--- src/rtl/ecg_b6_pkg.sv ---
// Shared constants and types for the block-6 binarisation stage.
package ecg_b6_pkg;

  localparam int unsigned B6_CH_NUM = 5;
  localparam int unsigned B6_DATA_W = 10;

  // One activation bit per channel; bit c belongs to channel c.
  typedef logic [B6_CH_NUM-1:0] b6_act_t;

  // True when a threshold select addresses an existing channel.
  function automatic logic thr_sel_valid(input logic [2:0] sel);
    return sel < 3'(B6_CH_NUM);
  endfunction

endpackage

--- src/rtl/act_fifo_b6.sv ---
// Show-ahead synchronous FIFO for activation words.
// The head word is presented on rd_data whenever the FIFO is not empty and reads as 0 otherwise.
// A write into a full FIFO is accepted when a read happens in the same cycle.
module act_fifo_b6 #(
  parameter int unsigned WIDTH = 5,
  parameter int unsigned DEPTH = 8,
  localparam int unsigned AW = $clog2(DEPTH)
) (
  input  logic             clk,
  input  logic             rst_n,
  input  logic             wr_en,
  input  logic [WIDTH-1:0] wr_data,
  input  logic             rd_en,
  output logic [WIDTH-1:0] rd_data,
  output logic             full,
  output logic             empty,
  output logic [AW:0]      level
);

  logic [WIDTH-1:0] mem_q [DEPTH];
  logic [AW-1:0]    wr_ptr_q, rd_ptr_q;
  logic [AW:0]      count_q, count_d;
  logic             do_wr, do_rd;

  assign empty = (count_q == '0);
  assign full  = (count_q == (AW+1)'(DEPTH));
  assign level = count_q;

  // Reads on an empty FIFO are ignored; a full FIFO still accepts a write paired with a read.
  assign do_rd = rd_en && !empty;
  assign do_wr = wr_en && (!full || do_rd);

  assign rd_data = empty ? '0 : mem_q[rd_ptr_q];

  // Occupancy next state; simultaneous read and write leaves it unchanged.
  always_comb begin
    count_d = count_q;
    unique case ({do_wr, do_rd})
      2'b10:   count_d = count_q + (AW+1)'(1);
      2'b01:   count_d = count_q - (AW+1)'(1);
      default: count_d = count_q;
    endcase
  end

  // Storage array; contents are don't-care while unoccupied, so no reset.
  always_ff @(posedge clk) begin
    if (do_wr) mem_q[wr_ptr_q] <= wr_data;
  end

  // Pointers and occupancy; DEPTH is a power of two so pointers wrap naturally.
  always_ff @(posedge clk or negedge rst_n) begin
    if (!rst_n) begin
      wr_ptr_q <= '0;
      rd_ptr_q <= '0;
      count_q  <= '0;
    end else begin
      if (do_wr) wr_ptr_q <= wr_ptr_q + AW'(1);
      if (do_rd) rd_ptr_q <= rd_ptr_q + AW'(1);
      count_q <= count_d;
    end
  end

endmodule

--- src/rtl/bin_act_b6.sv ---
// Block-6 binarisation: per-channel signed threshold compare, activation FIFO,
// frame position counter and sticky overflow flag.
// Optional feature macro BIN_THR_LOAD_EN adds runtime-writable threshold registers.
module bin_act_b6
  import ecg_b6_pkg::*;
#(
  parameter int unsigned               DATA_W     = B6_DATA_W,
  parameter int unsigned               FIFO_DEPTH = 8,
  parameter int unsigned               FRAME_LEN  = 46,
  parameter logic signed [DATA_W-1:0]  THR_0      = '0,
  parameter logic signed [DATA_W-1:0]  THR_1      = '0,
  parameter logic signed [DATA_W-1:0]  THR_2      = '0,
  parameter logic signed [DATA_W-1:0]  THR_3      = '0,
  parameter logic signed [DATA_W-1:0]  THR_4      = '0
) (
  input  logic                          clk,
  input  logic                          rst_n,
  input  logic signed [DATA_W-1:0]      max_0,
  input  logic signed [DATA_W-1:0]      max_1,
  input  logic signed [DATA_W-1:0]      max_2,
  input  logic signed [DATA_W-1:0]      max_3,
  input  logic signed [DATA_W-1:0]      max_4,
  input  logic                          max_val,
  output logic [B6_CH_NUM-1:0]          act_data,
  output logic                          act_val,
  input  logic                          act_rdy,
  output logic                          frame_done,
  output logic                          ovf,
  output logic [$clog2(FIFO_DEPTH):0]   level
`ifdef BIN_THR_LOAD_EN
  ,
  input  logic                          thr_wr_en,
  input  logic [2:0]                    thr_wr_sel,
  input  logic signed [DATA_W-1:0]      thr_wr_data
`endif
);

  localparam int unsigned PosW = $clog2(FRAME_LEN + 1);
  localparam logic signed [DATA_W-1:0] ThrInit [B6_CH_NUM] = '{THR_0, THR_1, THR_2, THR_3, THR_4};

  logic signed [DATA_W-1:0] max_a [B6_CH_NUM];
  logic signed [DATA_W-1:0] thr   [B6_CH_NUM];

  b6_act_t         cmp_word_d, cmp_word_q;
  logic            cmp_val_q;
  logic [PosW-1:0] pos_q, pos_d;
  logic            pos_last;
  logic            ovf_q;
  logic            fifo_full, fifo_empty;

  assign max_a[0] = max_0;
  assign max_a[1] = max_1;
  assign max_a[2] = max_2;
  assign max_a[3] = max_3;
  assign max_a[4] = max_4;

`ifdef BIN_THR_LOAD_EN
  logic signed [DATA_W-1:0] thr_q [B6_CH_NUM];

  // Runtime threshold registers; selects beyond the last channel are ignored.
  always_ff @(posedge clk or negedge rst_n) begin
    if (!rst_n) begin
      for (int c = 0; c < B6_CH_NUM; c++) thr_q[c] <= ThrInit[c];
    end else if (thr_wr_en && thr_sel_valid(thr_wr_sel)) begin
      for (int c = 0; c < B6_CH_NUM; c++) begin
        if (thr_wr_sel == 3'(c)) thr_q[c] <= thr_wr_data;
      end
    end
  end

  assign thr = thr_q;
`else
  assign thr = ThrInit;
`endif

  // Signed compare per channel; equality counts as active.
  always_comb begin
    cmp_word_d = '0;
    for (int c = 0; c < B6_CH_NUM; c++) cmp_word_d[c] = (max_a[c] >= thr[c]);
  end

  // Compare register stage.
  always_ff @(posedge clk or negedge rst_n) begin
    if (!rst_n) begin
      cmp_word_q <= '0;
      cmp_val_q  <= 1'b0;
    end else begin
      cmp_word_q <= cmp_word_d;
      cmp_val_q  <= max_val;
    end
  end

  // Position counter advances on every compared word, dropped or not.
  assign pos_last = (pos_q == PosW'(FRAME_LEN - 1));

  always_comb begin
    pos_d = pos_q;
    if (cmp_val_q) pos_d = pos_last ? '0 : pos_q + PosW'(1);
  end

  assign frame_done = cmp_val_q && pos_last;

  // Frame position and sticky overflow (a full FIFO with no read drops the word).
  always_ff @(posedge clk or negedge rst_n) begin
    if (!rst_n) begin
      pos_q <= '0;
      ovf_q <= 1'b0;
    end else begin
      pos_q <= pos_d;
      if (cmp_val_q && fifo_full && !act_rdy) ovf_q <= 1'b1;
    end
  end

  assign ovf     = ovf_q;
  assign act_val = !fifo_empty;

  act_fifo_b6 #(
    .WIDTH (B6_CH_NUM),
    .DEPTH (FIFO_DEPTH)
  ) u_fifo (
    .clk     (clk),
    .rst_n   (rst_n),
    .wr_en   (cmp_val_q),
    .wr_data (cmp_word_q),
    .rd_en   (act_rdy),
    .rd_data (act_data),
    .full    (fifo_full),
    .empty   (fifo_empty),
    .level   (level)
  );

endmodule
--- config.mk ---
export PLATFORM = sky130hd
export DESIGN_NAME = bin_act_b6
export DESIGN_NICKNAME = d
export VERILOG_FILES = /design/src/rtl/ecg_b6_pkg.sv /design/src/rtl/act_fifo_b6.sv /design/src/rtl/bin_act_b6.sv
export SDC_FILE = /design/constraint.sdc
export NUM_CORES = 1
export LEC_CHECK = 0
export ABC_CLOCK_PERIOD_IN_PS = 2050
export CORE_ASPECT_RATIO = 1.1
export CORE_MARGIN = 2
export CORE_UTILIZATION = 40
export CTS_CLUSTER_SIZE = 40
export DETAILED_ROUTE_END_ITERATION = 10
export PLACE_DENSITY = 0.81
export SETUP_SLACK_MARGIN = 0.4
export SKIP_CTS_REPAIR_TIMING = 1
export SYNTH_ARGS = -nofsm -noshare
export SYNTH_HDL_FRONTEND = slang
export SYNTH_SLANG_ARGS = --single-unit
--- constraint.sdc ---
create_clock -name clk -period 2.05 [get_ports clk]
set_input_delay 0.205 -clock clk [delete_from_list [all_inputs] [get_ports clk]]
set_output_delay 0.205 -clock clk [all_outputs]
set_load 0.01 [all_outputs]
==> impl.org <==
** Worst setup path
- Cell family with the largest share of critical-path delay :: simple AND/OR/NAND/NOR gates
- Critical Path AT :: 2.01 ns
- Master of the slowest instance on the critical path :: sky130_fd_sc_hd__dfrtp_2
- Reg2Reg Depth :: 6
- Endpoint required time on the critical path :: 2.14 ns
- The signal on the critical path passes through buf_4, or3_4, o31a_4, or2b_4, buf_6, nor2_4.
- For this run, the slowest stage of the critical path takes 0.45 ns.
- Of all nets on the critical path, the largest fanout is 6.
- Buffer and inverter count on the worst path :: 2
- In this run the number of cells on the critical path is 6.
- Worst Setup End Kind :: register
- The worst setup path is launched from a register.
- The worst setup path is of the register to register kind.

** STA
- RSZ-0062 raised after global routing :: true
- Max-slew violation count :: 0
- The hold violation total from the final report came to 0.
- The worst pin sits at a relative slew slack of 0.735.
- Post-route clock period utilization :: 0.935
- Peak clock frequency supported by timing :: 522 MHz
- Total of endpoints with negative setup slack in the final report :: 0
- Worst hold margin :: 0.227 ns
- Tmin final :: 1.92 ns
- For the final database, setup skew stands at 0.00636 ns.
- Slew at the pin with the worst max-slew slack :: 0.397 ns

** Logic synthesis
- Prevailing post-synth register cell :: sky130_fd_sc_hd__edfxtp_1
- Of the total synthesized cell area, the portion taken by AND, OR, NAND and NOR gates is 0.106.
- The share of the synthesized area in compound gates (AO/OA/AOI/OAI) was 0.0710.
- After synthesis, the mean cell area works out to 13.7 um^2.
- Of the total synthesized cell area, the portion taken by XOR and XNOR cells is 0.0321.
- Mux contribution to synthesized area :: 0.0916
- The synthesized design contains 40 enable-type register cells.
- After synthesis, the largest family of logic cells by area is simple AND/OR/NAND/NOR gates.
- Leading cell types by count after synthesis :: 40 x sky130_fd_sc_hd__edfxtp_1, 23 x sky130_fd_sc_hd__dfrtp_1, 18 x sky130_fd_sc_hd__nor2_1
- Library cell with the largest summed area after synthesis :: sky130_fd_sc_hd__edfxtp_1
- Post-synthesis sequential element count :: 63
- By area the synthesized netlist is led by sky130_fd_sc_hd__edfxtp_1 44%, sky130_fd_sc_hd__dfrtp_1 21%, sky130_fd_sc_hd__mux2_2 4.9%.
- Yosys synthesis warning count :: 0
- Of the total synthesized cell area, the portion taken by full adders, half adders and majority gates is 0.0229.
- Portion of the post-synthesis area used by sequential elements :: 0.650
- In the post-synthesis netlist, the cell with the most instances is sky130_fd_sc_hd__edfxtp_1.
- Number of distinct library cells after synthesis :: 36
- The number of nets in the synthesized netlist is 258.
- Share of synthesized flip-flops with an asynchronous set or reset :: 0.365
- Synthesized instance count :: 199
- After synthesis the cells add up to 2730 um^2.
- Fraction of synthesized cell area taken by the top area cell type :: 0.440

** Clock network
- Clock buffer count from CTS :: 9
- CTS tree :: done
- Register clock-pin slew on the reported worst setup and hold paths :: 0.07 ns
- Clock latency on the worst-skew pair, taken at its later pin, is 0.33 ns.
- Clock Sinks :: 63
- H-tree levels :: 3
- Clk Tree Root Cell :: sky130_fd_sc_hd__clkbuf_8
- In this run the deepest clock path goes through 2 buffers.

** Floorplanning
- Die Height :: 90.7 um
- Number of placement rows :: 31
- I/O pin count :: 66
- For this configuration, the core starts out at a cell density of 0.414.
- Die Area :: 7510 um^2
- The die is 82.8 um wide.
- Core area :: 6590 um^2

** Place
- Port buffering added 20 buffers.
- Placed wire-length estimate after detailed placement :: 3.49 mm
- Routability congestion estimate :: 0.846
- Placed instance area :: 3190 um^2

** Global routing
- In the global route stage, overall resource usage came out at 0.149.
- After global routing the overflow that remains totals 0.
- Largest net degree at the start of global routing :: 24
- Wire length of the first global-routing pass :: 8.90 mm
- The number of global-route vias before repair is 1,852.
- The number of antenna violations at the first check in global routing is 0.

** Detailed routing
- Antenna viol nets, final :: 0
- Average detailed-routed wire length per instance :: 16.4 um
- For this block, the initial DRC count from the detailed router was 105.
- For this run, design rule violations remaining after detail routing come to 0.
- The pre-antenna-repair detailed-routing pass consisted of 4 iterations.
- Via count of the routed design :: 1,746
- After detailed routing, the number of vias per cell comes to 5.24.
- Wire length after detailed routing :: 5.47 mm

** Finish
- Once layout is done, the placed cells without fillers occupy 3650 um^2.
- Area Overhead vs Synth :: 33.5%
- Layout net count :: 305
- Fraction of layout cells with a size suffix above 1 :: 0.390
- 0 antenna diodes ended up in the layout.

** Run status
- The flow ran to the end, and the final reports show no timing, DRC or antenna violations.

** Pwr
- Leakage Power :: 1.41 nW
- Power per standard cell area :: 1480 nW/um^2
- IR Drop Worst-Case VDD :: 0.000793 V

** Job
- The tool flagged a number of max-cap violations equal to 0.

** Hold path
- The worst hold path belongs to the class input pin to async pin.
==> cells by family (layout without fill, tap and decap cells) <==
group / Yosys count / in the layout
xor+xnor: 10 / 10
mux: 23 / 23
buf+inv: 16 / 68
compound gates: 25 / 25
flops: 63 / 63
fa+ha+maj: 5 / 5
simple gates: 57 / 57
==> report_power, final <==
| part | leakage (nW) | switching, W | total [W] | internal, W |
|---|---|---|---|---|
| Clock | 0.120 | 0.000468 | 0.00127 | 0.000806 |
| Sequential | 0.636 | 0.000317 | 0.00197 | 0.00166 |
| Combinational | 0.656 | 0.00103 | 0.00215 | 0.00112 |
==> path summary, 6_finish.rpt <==
kind / start / end / slack (ns)
worst max-delay path: u_fifo.level[0]$_DFFE_PN0P_ / u_fifo.mem_q[6][2]$_DFFE_PP_ / 0.13
worst min-delay path: rst_n / u_fifo.level[1]$_DFFE_PN0P_ / 0.23
worst max register to register: u_fifo.level[0]$_DFFE_PN0P_ / u_fifo.mem_q[6][2]$_DFFE_PP_ / 0.13
worst min register to register: ovf$_DFFE_PN0P_ / ovf$_DFFE_PN0P_ / 0.48
max in group asynchronous: rst_n / u_fifo.level[0]$_DFFE_PN0P_ / 1.56
min in group clk: max_val / cmp_val_q$_DFF_PN0_ / 0.31
==> flip-flops by register name, indices dropped and copies added (netlist names) <==
register	cells
u_fifo.mem_q	40
pos_q	6
cmp_word_q	5
u_fifo.level	4
u_fifo.rd_ptr_q	3
u_fifo.wr_ptr_q	3
cmp_val_q	1
ovf	1
==> layout make-up <==
type | count | area [um^2]
tap | 82 | 103
timing repair buffer | 44 | 410
clock inverter | 6 | 109
clock buffer | 10 | 128
multi-input combinational | 120 | 1090
fill | 518 | 2950
sequential | 63 | 1780
inverter | 8 | 30.0
==> metal layers <==
layer,up-vias,wire length [um],global-route usage
met1,881,2420,0.179
met5,-,0,0
li1,827,-,-
met3,8,151,0.0384
met2,30,2800,0.247
met4,0,96,0.0738
==> stage by stage <==
| step | utilization | worst slack (ns) | TNS, ns | power [W] | std cells |
|---|---|---|---|---|---|
| after floorplan | - | 0.00863 | 0 | 0.00315 | 199 |
| after global placement | 0.483 | 0.105 | 0 | 0.00373 | 305 |
| after detailed placement | 0.483 | 0.0805 | 0 | 0.00382 | 305 |
| after CTS | 0.519 | -0.234 | -1.13 | 0.00511 | 321 |
| after global routing | 0.553 | 0.0782 | 0 | 0.00570 | 333 |
| final | 0.553 | 0.133 | 0 | 0.00540 | 333 |
==> cells in the final DEF, fill, tap and decap left out, types with 5 or more instances in the layout <==
cell type / netlist / routed
sky130_fd_sc_hd__a22o_1: 5 / 5
sky130_fd_sc_hd__buf_4: 0 / 19
sky130_fd_sc_hd__clkbuf_8: 0 / 9
sky130_fd_sc_hd__clkdlybuf4s50_1: 0 / 12
sky130_fd_sc_hd__dfrtp_1: 23 / 19
sky130_fd_sc_hd__edfxtp_1: 40 / 40
sky130_fd_sc_hd__inv_1: 8 / 6
sky130_fd_sc_hd__mux2_2: 12 / 12
sky130_fd_sc_hd__mux2i_1: 10 / 10
sky130_fd_sc_hd__nand2_1: 10 / 7
sky130_fd_sc_hd__nand2b_1: 5 / 5
sky130_fd_sc_hd__nor2_1: 18 / 10
sky130_fd_sc_hd__nor2_4: 0 / 6
sky130_fd_sc_hd__nor3_2: 0 / 6
sky130_fd_sc_hd__xnor2_1: 5 / 5
sky130_fd_sc_hd__xor2_1: 5 / 5
No activity file was read; power rests on OpenSTA's default activity.
